==> src/rtl/aww_types_pkg.sv <==
// Types for the memory arbiter control path.
package aww_types_pkg;

  // Arbiter FSM states: idle, or RAM granted to the dcache or the icache.
  typedef enum logic [1:0] {
    IDLE   = 2'd0,
    DGRANT = 2'd1,
    IGRANT = 2'd2
  } arb_state_t;

  // Width of the grant-cycle counter used for the access timeout.
  localparam int ARB_CNT_W = 5;

endpackage

==> src/rtl/cpu_types_pkg.sv <==
// Shared CPU-side types: the machine word and the RAM handshake state.
package cpu_types_pkg;

  typedef logic [31:0] word_t;

  // State reported by the RAM model each cycle.
  typedef enum logic [1:0] {
    FREE   = 2'd0,
    BUSY   = 2'd1,
    ACCESS = 2'd2,
    ERROR  = 2'd3
  } ramstate_t;

endpackage

==> src/rtl/memory_arbiter.sv <==
// Arbitrates a single RAM port between an icache (read only) and a dcache
// (read/write). A grant latches the request so the RAM sees stable
// address/data/op for the whole access; completion, RAM error, timeout or
// requester withdrawal return the arbiter to IDLE.
//
// Handshake: each cache holds its enable high until its wait goes low. A wait
// is low for exactly one cycle (the completing cycle, or the cycle in which an
// error/timeout is reported) and high in every other cycle. Load data is
// ramload passed straight through and is only meaningful in that cycle.
module memory_arbiter
  import cpu_types_pkg::*;
  import aww_types_pkg::*;
#(
  parameter int TIMEOUT   = 16,  // grant cycles without ACCESS before abort (1..32)
  parameter bit DPRIORITY = 1'b1 // 1: dcache fixed priority, 0: round-robin
) (
  input  logic      CLK,
  input  logic      nRST,
  // icache side
  input  logic      iREN,
  input  word_t     iaddr,
  output word_t     iload,
  output logic      iwait,
  // dcache side
  input  logic      dREN,
  input  logic      dWEN,
  input  word_t     daddr,
  input  word_t     dstore,
  output word_t     dload,
  output logic      dwait,
  // RAM side
  output logic      ramREN,
  output logic      ramWEN,
  output word_t     ramaddr,
  output word_t     ramstore,
  input  word_t     ramload,
  input  ramstate_t ramstate,
  // sticky error flag
  output logic      memerr
);

  // The counter holds 0 in the first grant cycle, so the TIMEOUT-th grant
  // cycle without ACCESS is the one where it shows TIMEOUT-1; the counter
  // would reach TIMEOUT at the end of that cycle, so the abort is taken there.
  localparam logic [ARB_CNT_W-1:0] CNT_LAST = ARB_CNT_W'(TIMEOUT - 1);

  arb_state_t             state_q, state_d;
  word_t                  addr_q, addr_d;
  word_t                  store_q, store_d;
  logic                   wr_q, wr_d;
  logic [ARB_CNT_W-1:0]   cnt_q, cnt_d;
  logic                   memerr_q, memerr_d;
  logic                   prefer_d_q, prefer_d_d; // round-robin: dcache wins a tie
  logic                   d_req;
  logic                   pick_d;
  logic                   grant_en;
  logic                   release_w;

  assign d_req  = dREN | dWEN;
  // With fixed priority the dcache always wins; otherwise it wins a tie only
  // when the icache was the one served last.
  assign pick_d = d_req & (DPRIORITY | ~iREN | prefer_d_q);

  // Load data is a pass-through; the wait signals say when it is valid.
  assign dload  = ramload;
  assign iload  = ramload;
  assign memerr = memerr_q;

  // Next-state, request latching and RAM/cache handshake outputs.
  always_comb begin
    state_d    = state_q;
    addr_d     = addr_q;
    store_d    = store_q;
    wr_d       = wr_q;
    cnt_d      = cnt_q;
    memerr_d   = memerr_q;
    prefer_d_d = prefer_d_q;
    dwait      = 1'b1;
    iwait      = 1'b1;
    ramREN     = 1'b0;
    ramWEN     = 1'b0;
    ramaddr    = addr_q;
    ramstore   = store_q;
    grant_en   = 1'b0;
    release_w  = 1'b0;

    case (state_q)
      IDLE: begin
        if (pick_d) begin
          state_d = DGRANT;
          addr_d  = daddr;
          store_d = dstore;
          wr_d    = dWEN;   // a write wins over a simultaneous read
          cnt_d   = '0;
        end else if (iREN) begin
          state_d = IGRANT;
          addr_d  = iaddr;
          store_d = '0;
          wr_d    = 1'b0;
          cnt_d   = '0;
        end
      end

      DGRANT, IGRANT: begin
        ramREN   = ~wr_q;
        ramWEN   = wr_q;
        grant_en = (state_q == DGRANT) ? d_req : iREN;
        cnt_d    = cnt_q + 1'b1;
        if (!grant_en) begin
          // Requester walked away: drop the RAM request, release nothing.
          state_d = IDLE;
        end else if (ramstate == ACCESS) begin
          release_w = 1'b1;
          state_d   = IDLE;
        end else if (ramstate == ERROR) begin
          release_w = 1'b1;
          memerr_d  = 1'b1;
          state_d   = IDLE;
        end else if (cnt_q == CNT_LAST) begin
          release_w = 1'b1;
          memerr_d  = 1'b1;
          state_d   = IDLE;
        end
        if (release_w) begin
          if (state_q == DGRANT) begin
            dwait      = 1'b0;
            prefer_d_d = 1'b0;
          end else begin
            iwait      = 1'b0;
            prefer_d_d = 1'b1;
          end
        end
      end

      default: state_d = IDLE;
    endcase
  end

  // State and latched request registers; reset abandons any access in flight.
  always_ff @(posedge CLK or negedge nRST) begin
    if (!nRST) begin
      state_q    <= IDLE;
      addr_q     <= '0;
      store_q    <= '0;
      wr_q       <= 1'b0;
      cnt_q      <= '0;
      memerr_q   <= 1'b0;
      prefer_d_q <= 1'b1;
    end else begin
      state_q    <= state_d;
      addr_q     <= addr_d;
      store_q    <= store_d;
      wr_q       <= wr_d;
      cnt_q      <= cnt_d;
      memerr_q   <= memerr_d;
      prefer_d_q <= prefer_d_d;
    end
  end

endmodule

==> config.mk <==
export PLATFORM = sky130hd
export DESIGN_NAME = memory_arbiter
export DESIGN_NICKNAME = d
export VERILOG_FILES = /design/src/rtl/aww_types_pkg.sv /design/src/rtl/cpu_types_pkg.sv /design/src/rtl/memory_arbiter.sv
export SDC_FILE = /design/constraint.sdc
export NUM_CORES = 1
export LEC_CHECK = 0
export ABC_AREA = 1
export ABC_CLOCK_PERIOD_IN_PS = 4200
export BUFFER_PORTS_ARGS = -buffer_cell sky130_fd_sc_hd__buf_2
export CORE_MARGIN = 8
export CORE_UTILIZATION = 45
export CTS_CLUSTER_SIZE = 14
export DETAILED_ROUTE_END_ITERATION = 8
export PLACE_DENSITY_LB_ADDON = 0.3
export SETUP_SLACK_MARGIN = 0.2
export SLEW_MARGIN = 20
export SYNTH_ARGS = -nofsm -noshare
export SYNTH_HDL_FRONTEND = slang
export SYNTH_SLANG_ARGS = --single-unit
==> constraint.sdc <==
create_clock -name CLK -period 4.2 [get_ports CLK]
set_clock_uncertainty 0.05 [all_clocks]
set_input_delay 0.84 -clock CLK [delete_from_list [all_inputs] [get_ports CLK]]
set_output_delay 0.84 -clock CLK [all_outputs]
set_load 0.1 [all_outputs]
==> results.yml, run 1 <==
outcome:
  outcome: "finished, final reports clean"
placement:
  place.gp.congestion: 0.7273
  place_ws_ns: 1.125
  place_area_sq_um: 4248
  portBuffers: 171
  hpwl_mm: 7.239
detailed_routing:
  final_antenna_net_count: 0
  drt_first_pass_iters: 4
  drc: 0
  routedWlPerCell_um: 14.67
  drt_iter0_drc: 138
  wl_mm: 9.753
  avgViaCountPerCell: 4.701
  vias: 3126
clock_network:
  numClockSinks: 73
  numCtsBuffers: 9
  h-tree-depth: 3
  cts_resized: 0
  clk_latency_ns: 0.33
  cts_tree: "done"
  clkTransAtPathRegs_ns: 0.07
  root_buffer: "clkbuf_8"
  clockBufferDepth: 2
  post_cts_buffers: 0
  hold_buffers: 0
yosys:
  dominantRegCellSynth: "dfrtp_1"
  synth_edf_count: 0
  ys_types: 22
  syn_inst: 454
  ys_warn_count: 0
  synth_seq_cells: 73
  avgSynthCellArea_sq_um: 8.428
  synth_seq_area_share_pct: 47.74
  postSynthNetCount: 594
  synth_area_sq_um: 3826
  synthArstFlopShare_pct: 100.0
critical_path:
  slowest_stage: "buf_2"
  path_max_fanout: 35
  crit_chain: "buf_2 -> nor2_4 -> buf_4 -> nand2_1 -> nand2_1 -> nor2_1 -> nand3b_1 -> buf_2"
  path_class: "in -> out"
  critPathMaxStageDelay_ns: 0.42
  cp.arrival_ns: 2.18
  rr_startpoint: "state_q[1]$_DFFE_PN0P_"
  r2r_slack_ns: 2.02
  cp-start-kind: "input port"
  rr_worst_depth: 7
  timing.rr.end: "ramaddr[27]$_DFFE_PN0P_"
  crit_required_ns: 3.31
  endpoint_kind: "primary output"
layout:
  syn_to_final_growth_pct: 16.78
  drive_above_1_share_pct: 34.46
  final_common_cell: "buf_2"
  nets: 695
  diodes: 0
  final_area_sq_um: 4468
  final_cell_mix: "buf_2, nor2_1, dfrtp_1"
hold_path:
  hold_start: "ramaddr[3]$_DFFE_PN0P_"
  whs_endpoint: "ramaddr[3]$_DFFE_PN0P_"
  worstHoldPathType: "reg -> reg"
  hold_depth: 1
sta:
  tightest_slew_ns: 0.9848
  slew_headroom_pct: 34.27
  hold-worst-slack_ns: 0.4346
  slew_violations: 0
  rsz0062_at_grt: "no"
  fin_ws_ns: 1.125
  min_period_ns: 3.075
  setup_viol: 0
  fin_crit_sh_pct: 73.21
  tns_ns: 0
  fmax_mhz: 325.2
  finalHoldViolations: 0
grt:
  grtUsageTotal_pct: 16.26
  antenna_found_initial: 0
  grt_pass1_wl_mm: 15.32
  overflow: 0
  grt_pass1_vias: 3154
  grt_max_degree: 99
floorplan:
  die_h_um: 108.2
  die_w_um: 108.2
  num_io_pins: 268
  core_area_sq_um: 8217
  initial_core_util_pct: 46.57
  num_rows: 33
  dieArea_sq_um: 11710
run:
  max_cap_violations: 0
[through the flow]
step / utilization [%] / cells
final: 54.38 / 665
after global routing: 54.38 / 665
after CTS: 54.38 / 665
after detailed placement: 51.70 / 649
after global placement: 51.70 / 649
after floorplan: - / 454
[layout make-up]
cell class	instances	area, sq um
clock buffer	11	141.4
clock inverter	5	78.83
fill	770	3749
inverter	46	172.7
multi-input combinational	252	1244
sequential	73	1827
tap	105	131.4
timing repair buffer	173	873.3
[worst max-delay path: cells and delay by family]
family                 cells  cell delay [ns]
AND/OR/NAND/NOR            5             0.46
buffers and inverters      3             0.88
[state kept, by name (all words and copies together), names as in the netlist]
name      flops
wr_q          1
state_q       2
memerr        1
cnt_q         5
ramstore     32
ramaddr      32
[cell families after synthesis]
kind of cell	synth area share [%]
AO/OA/AOI/OAI	16.12
XOR/XNOR	0.2289
adder cells (fa/ha/maj)	1.635
buffers and inverters	19.75
flip-flops	47.74
AND/OR/NAND/NOR	14.52
[synthesized netlist by cell type, drive strengths merged, types with 2 or more instances]
master | n | area share (%)
nor2 | 78 | 7.8
dfrtp | 73 | 48
o21a | 32 | 6.3
o21ai | 68 | 8.9
a21oi | 2 | 0.56
nand3b | 2 | 0.39
nand3 | 4 | 0.52
inv | 46 | 4.5
ha | 5 | 1.6
nand2 | 58 | 5.8
clkbuf | 4 | 0.39
buf | 79 | 15
[per-layer routing]
layer  part of all wire (%)  up-vias  global-route usage, %
li1                       -     1560                      -
met1                     36     1424                  16.53
met2                     53      101                  29.34
met3                    7.5       41                  3.867
met4                    3.7        0                  10.31
met5                      0        -                      0
[worst max path at each step]
stage | slack (ns) | to | cells after the start | from
floorplan | 1.21 | ramREN | 4 | state_q[0]$_DFFE_PN0P_
global placement | 1.16 | dwait | 8 | dWEN
detailed placement | 1.13 | dwait | 8 | dWEN
CTS | 1.12 | dwait | 8 | dWEN
global route | 0.94 | iwait | 10 | cnt_q[0]$_DFFE_PN0P_
finish | 1.13 | dwait | 8 | dWEN
Power of run 1 is not shown: default switching activity piles up to over one toggle a cycle in this logic, so the estimate is an artifact.
==> run 2: changes to the inputs <==
--- a/config.mk
+++ b/config.mk
@@ -5,11 +5,11 @@
 export SDC_FILE = /design/constraint.sdc
 export NUM_CORES = 1
 export LEC_CHECK = 0
-export ABC_AREA = 1
-export ABC_CLOCK_PERIOD_IN_PS = 4200
+export ABC_AREA = 0
+export ABC_CLOCK_PERIOD_IN_PS = 3070
 export BUFFER_PORTS_ARGS = -buffer_cell sky130_fd_sc_hd__buf_2
 export CORE_MARGIN = 8
-export CORE_UTILIZATION = 45
+export CORE_UTILIZATION = 41
 export CTS_CLUSTER_SIZE = 14
 export DETAILED_ROUTE_END_ITERATION = 8
 export PLACE_DENSITY_LB_ADDON = 0.3
==> constraint.sdc (replaced) <==
create_clock -name CLK -period 3.07 [get_ports CLK]
set_clock_uncertainty 0.05 [all_clocks]
set_input_delay 0.614 -clock CLK [delete_from_list [all_inputs] [get_ports CLK]]
set_output_delay 0.614 -clock CLK [all_outputs]
set_load 0.1 [all_outputs]
==> run 2 against run 1 <==
Net effect:
- worst hold slack lost 0.095 ns
- first-iteration DRC count shrank 60%
- non-clock buffer count grew 2
- critical path depth shrank 2
- cell count shrank 16%
- flip-flop and latch count is the same
- die area grew 4.6%
- utilization shrank 4.3 points
==> results.yml, run 2 <==
clock_network:
  numCtsBuffers: 9
  cts_tree: "done"
  clkTransAtPathRegs_ns: 0.08
  clk_latency_ns: 0.34
  h-tree-depth: 3
  numClockSinks: 73
  clockBufferDepth: 2
  root_buffer: "clkbuf_8"
layout:
  num-fill-cells: 816
  final_util_pct: 50.11
  syn_to_final_growth_pct: 18.93
  final_cells: 557
  final_common_cell: "buf_2"
  regArea_sq_um: 1827
  drive_above_1_share_pct: 43.65
  nets: 584
  diodes: 0
  multiInputGateArea_sq_um: 1265
  final_cell_mix: "buf_2, dfrtp_1, nand2_1"
detailed_routing:
  final_antenna_net_count: 0
  wl_mm: 9.543
  routedWlPerCell_um: 17.13
  drt_iter0_drc: 55
  drc: 0
  drt_first_pass_iters: 4
  avgViaCountPerCell: 4.901
  vias: 2730
critical_path:
  endpoint_kind: "primary output"
  cp-start-kind: "flip-flop"
  cpMostUsedCell: "ha_1"
  path_max_fanout: 4
  slowest_stage: "dfrtp_1"
  rr_worst_depth: 4
  cp.arrival_ns: 2.04
  path_class: "reg -> out"
  crit_required_ns: 2.41
  critPathMaxStageDelay_ns: 0.40
  crit_chain: "ha_1 -> and3_1 -> ha_1 -> nor2_1 -> or3_1 -> clkbuf_4"
yosys:
  synth_area_sq_um: 3675
  synth_common_cells: "dfrtp_1, buf_4, nand2_1, o21ai_0, mux2i_1"
  synthArstFlopShare_pct: 100.0
  ys_warn_count: 0
  ys_types: 32
  synth_top_area_share_pct: 49.71
  yosysTopAreaCell: "dfrtp_1"
  synth_seq_cells: 73
  synth_area_leaders: "dfrtp_1, buf_4, mux2i_1"
  post-synth-top-count-cell: "dfrtp_1"
  syn_inst: 341
  dominantRegCellSynth: "dfrtp_1"
  synth_edf_count: 0
  avgSynthCellArea_sq_um: 10.78
  postSynthNetCount: 481
  synth_seq_area_share_pct: 49.71
run:
  max_cap_violations: 0
hold_path:
  worstHoldPathType: "in -> async"
sta:
  min_period_ns: 2.703
  fin_crit_sh_pct: 88.03
  slew_violations: 0
  fmax_mhz: 370.0
  rsz0062_at_grt: "no"
  tns_ns: 0
  tightest_slew_ns: 0.8934
  setup_viol: 0
  slew_headroom_pct: 40.44
  finalHoldViolations: 0
  hold-worst-slack_ns: 0.3396
floorplan:
  dieArea_sq_um: 12250
  initial_core_util_pct: 42.14
  die_w_um: 110.7
  core_area_sq_um: 8721
  num_io_pins: 268
  die_h_um: 110.7
  num_rows: 34
placement:
  portBuffers: 171
  dp_cells: 541
  place.gp.congestion: 0.8126
  hpwl_mm: 7.406
grt:
  grt_max_degree: 74
  grt_pass1_vias: 3005
  antenna_found_initial: 0
  overflow: 0
  grt_pass1_wl_mm: 15.52
  grtUsageTotal_pct: 15.45
outcome:
  outcome: "finished, final reports clean"
==> run 2: kinds of logic (layout without fill, tap and decap cells) <==
family | count (synthesis) | count (layout) | synth area share [%]
adders and majority gates | 5 | 5 | 1.702
muxes | 33 | 33 | 8.989
DFF | 73 | 73 | 49.71
AOI/OAI and AO/OA | 80 | 80 | 15.12
and+or+nand+nor | 62 | 62 | 8.342
buffers and inverters | 88 | 196 | 16.14
==> run 2: final timing paths <==
| check | startpoint | end | slack [ns] |
|---|---|---|---|
| setup / recovery | cnt_q[0]$_DFFE_PN0P_ | iwait | 0.37 |
| hold / removal | nRST | ramstore[12]$_DFFE_PN0P_ | 0.34 |
| setup reg to reg | state_q[0]$_DFFE_PN0P_ | ramstore[15]$_DFFE_PN0P_ | 1.22 |
| hold reg to reg | memerr$_DFFE_PN0P_ | memerr$_DFFE_PN0P_ | 0.43 |
| max in group asynchronous | nRST | ramaddr[23]$_DFFE_PN0P_ | 2.04 |
| min in group CLK | memerr$_DFFE_PN0P_ | memerr$_DFFE_PN0P_ | 0.43 |
==> run 2: worst max-delay path: cells and delay by family, from the launching register on <==
| kind | cells | cell delay (ns) |
|---|---|---|
| buf+inv | 1 | 0.32 |
| flops | 1 | 0.40 |
| simple gates | 3 | 0.53 |
| fa+ha+maj | 2 | 0.44 |
==> run 2: routing by layer <==
| metal | part of all wire [%] | global-route usage [%] | up-vias |
|---|---|---|---|
| met4 | 2.4 | 7.477 | 0 |
| met2 | 48 | 24.44 | 153 |
| li1 | - | - | 1326 |
| met5 | 0 | 0 | - |
| met1 | 39 | 16.81 | 1231 |
| met3 | 11 | 7.792 | 20 |
==> run 2: stage by stage <==
step | worst slack [ns] | cell area [sq um]
3_3_place_gp | 0.6833 | 4144
4_1_cts | 0.2392 | 4363
3_5_place_dp | 0.6454 | 4144
2_1_floorplan | 0.4072 | 3677
5_1_grt | 0.2094 | 4370
6_report | 0.3675 | 4370
==> run 2: layout make-up <==
| cell class | instances | share of cell area, % |
|---|---|---|
| clock inverters | 6 | 2.090 |
| inverters | 5 | 0.4294 |
| flip-flops and latches | 73 | 41.80 |
| multi-input cells | 180 | 28.94 |
| clock buffers | 10 | 2.920 |
| repair buffers | 175 | 20.73 |
| well taps | 108 | 3.092 |
==> run 2: timing repair <==
| action | CTS | global route |
|---|---|---|
| hold buffers | 0 | 0 |
| endpoints found under the setup margin | 0 | 1 |
| resized for setup | 0 | 1 |
| setup buffers | 0 | 0 |
Power of run 2 is left out for the same reason.
==> run 3: changes to the inputs <==
--- a/config.mk
+++ b/config.mk
@@ -8,8 +8,10 @@
 export ABC_AREA = 0
 export ABC_CLOCK_PERIOD_IN_PS = 3070
 export BUFFER_PORTS_ARGS = -buffer_cell sky130_fd_sc_hd__buf_2
+export CELL_PAD_IN_SITES_DETAIL_PLACEMENT = 0
+export CELL_PAD_IN_SITES_GLOBAL_PLACEMENT = 1
 export CORE_MARGIN = 8
-export CORE_UTILIZATION = 41
+export CORE_UTILIZATION = 29
 export CTS_CLUSTER_SIZE = 14
 export DETAILED_ROUTE_END_ITERATION = 8
 export PLACE_DENSITY_LB_ADDON = 0.3
==> run 3 against run 2 <==
Net effect:
- register-to-register slack got worse by 0.03 ns
- critical path depth stayed put
- worst setup slack better by 0.0079 ns
- cell count is 11% higher
- flip-flop and latch count is the same
- critical path type unchanged
- largest cell class unchanged
==> results.yml, run 3 (synthesized netlist as in run 2, its figures left out) <==
outcome:
  outcome: "finished, final reports clean"
detailed_routing:
  vias: 2690
  routedWlPerCell_um: 15.10
  avgViaCountPerCell: 4.332
  drt_iter0_drc: 147
  final_antenna_net_count: 0
  drt_first_pass_iters: 4
  wl_mm: 9.374
  drc: 0
floorplan:
  num_io_pins: 268
  dieArea_sq_um: 16530
  core_area_sq_um: 12520
  die_h_um: 128.6
  num_rows: 41
  die_w_um: 128.6
  initial_core_util_pct: 29.36
grt:
  grtUsageTotal_pct: 11.21
  overflow: 0
  grt_max_degree: 74
  antenna_found_initial: 0
  grtUsageMet1_pct: 13.57
  busiest_layer: "met2"
  grt_pass1_vias: 2912
  use_met2_pct: 17.42
  use_met3_pct: 4.799
  grt_pass1_wl_mm: 14.86
critical_path:
  path_class: "reg -> out"
  r2r_slack_ns: 1.19
  cp.arrival_ns: 2.03
  endpoint_kind: "primary output"
  path_max_fanout: 4
  rr_worst_depth: 4
  timing.rr.end: "ramstore[29]$_DFFE_PN0P_"
  rr_startpoint: "state_q[0]$_DFFE_PN0P_"
  cp-start-kind: "flip-flop"
  crit_required_ns: 2.41
clock_network:
  root_buffer: "clkbuf_16"
  numCtsBuffers: 9
  clockBufferDepth: 2
  post_cts_buffers: 0
  clk_latency_ns: 0.32
  h-tree-depth: 3
  clkTransAtPathRegs_ns: 0.06
  numClockSinks: 73
  cts_tree: "done"
placement:
  portBuffers: 171
  hpwl_mm: 7.127
  place.gp.congestion: 0.7567
layout:
  syn_to_final_growth_pct: 23.87
  nets: 584
  final_cell_mix: "buf_2, dfrtp_1, nand2_1"
  diodes: 0
  num-fill-cells: 1317
  final_common_cell: "buf_2"
  drive_above_1_share_pct: 43.65
run:
  max_cap_violations: 0
sta:
  setup_viol: 0
  finalHoldViolations: 0
  fin_crit_sh_pct: 87.78
  tns_ns: 0
  fmax_mhz: 371.1
  slew_violations: 0
  slew_headroom_pct: 37.86
  rsz0062_at_grt: "no"
  tightest_slew_ns: 0.9321
  min_period_ns: 2.695
hold_path:
  worstHoldPathType: "in -> async"
==> run 3: changes by cell type in the layout (fill, tap and decap cells not counted) <==
cell       previous run  this run
clkbuf_16             0         9
clkbuf_8              9         0
==> run 3: layout make-up <==
class	instances	area (sq um)	area share [%]
clock buffer	10	229.0	5.030
clock inverter	6	91.34	2.007
inverter	5	18.77	0.4123
multi-input combinational	180	1265	27.79
sequential	73	1827	40.13
tap	172	215.2	4.728
timing repair buffer	175	905.9	19.90
==> run 3: how the worst max path moves through the flow <==
stage	start	endpoint	slack, ns	depth (start not counted)
after global placement	cnt_q[0]$_DFFE_PN0P_	iwait	0.65	6
after CTS	cnt_q[0]$_DFFE_PN0P_	iwait	0.26	6
after global routing	cnt_q[0]$_DFFE_PN0P_	iwait	0.28	6
after floorplan	dWEN	dwait	0.41	5
final	cnt_q[0]$_DFFE_PN0P_	iwait	0.38	6
after detailed placement	cnt_q[0]$_DFFE_PN0P_	iwait	0.62	6
==> run 3: worst max-delay path: stages (launching register included) <==
cell and delay (ns):
dfrtp_1 0.40, ha_1 0.22, and3_1 0.19, ha_1 0.22, nor2_1 0.21, or3_1 0.15, clkbuf_4 0.32
==> run 3: layer usage <==
| metal | routed length, um | vias up |
|---|---|---|
| met1 | 4050 | 1244 |
| li1 | - | 1326 |
| met4 | 130 | 0 |
| met2 | 4341 | 101 |
| met5 | 0 | - |
| met3 | 851 | 19 |
==> run 3: repair_timing <==
action	4_1_cts	5_1_grt
hold buffers	0	0
gates resized for setup	0	1
setup endpoints to repair	0	1
==> run 3: stage by stage <==
step / setup WS (ns) / hold WS (ns) / util (%) / std cells / area, sq um
after floorplan: 0.4072 / 0.2684 / - / 341 / 3677
after global placement: 0.6534 / 0.4098 / 33.75 / 605 / 4224
after detailed placement: 0.6237 / 0.4163 / 33.79 / 605 / 4229
after CTS: 0.2617 / 0.4188 / 36.35 / 621 / 4549
after global routing: 0.2770 / 0.4395 / 36.37 / 621 / 4552
final: 0.3753 / 0.3703 / 36.37 / 621 / 4552
Power of run 3 is left out for the same reason.
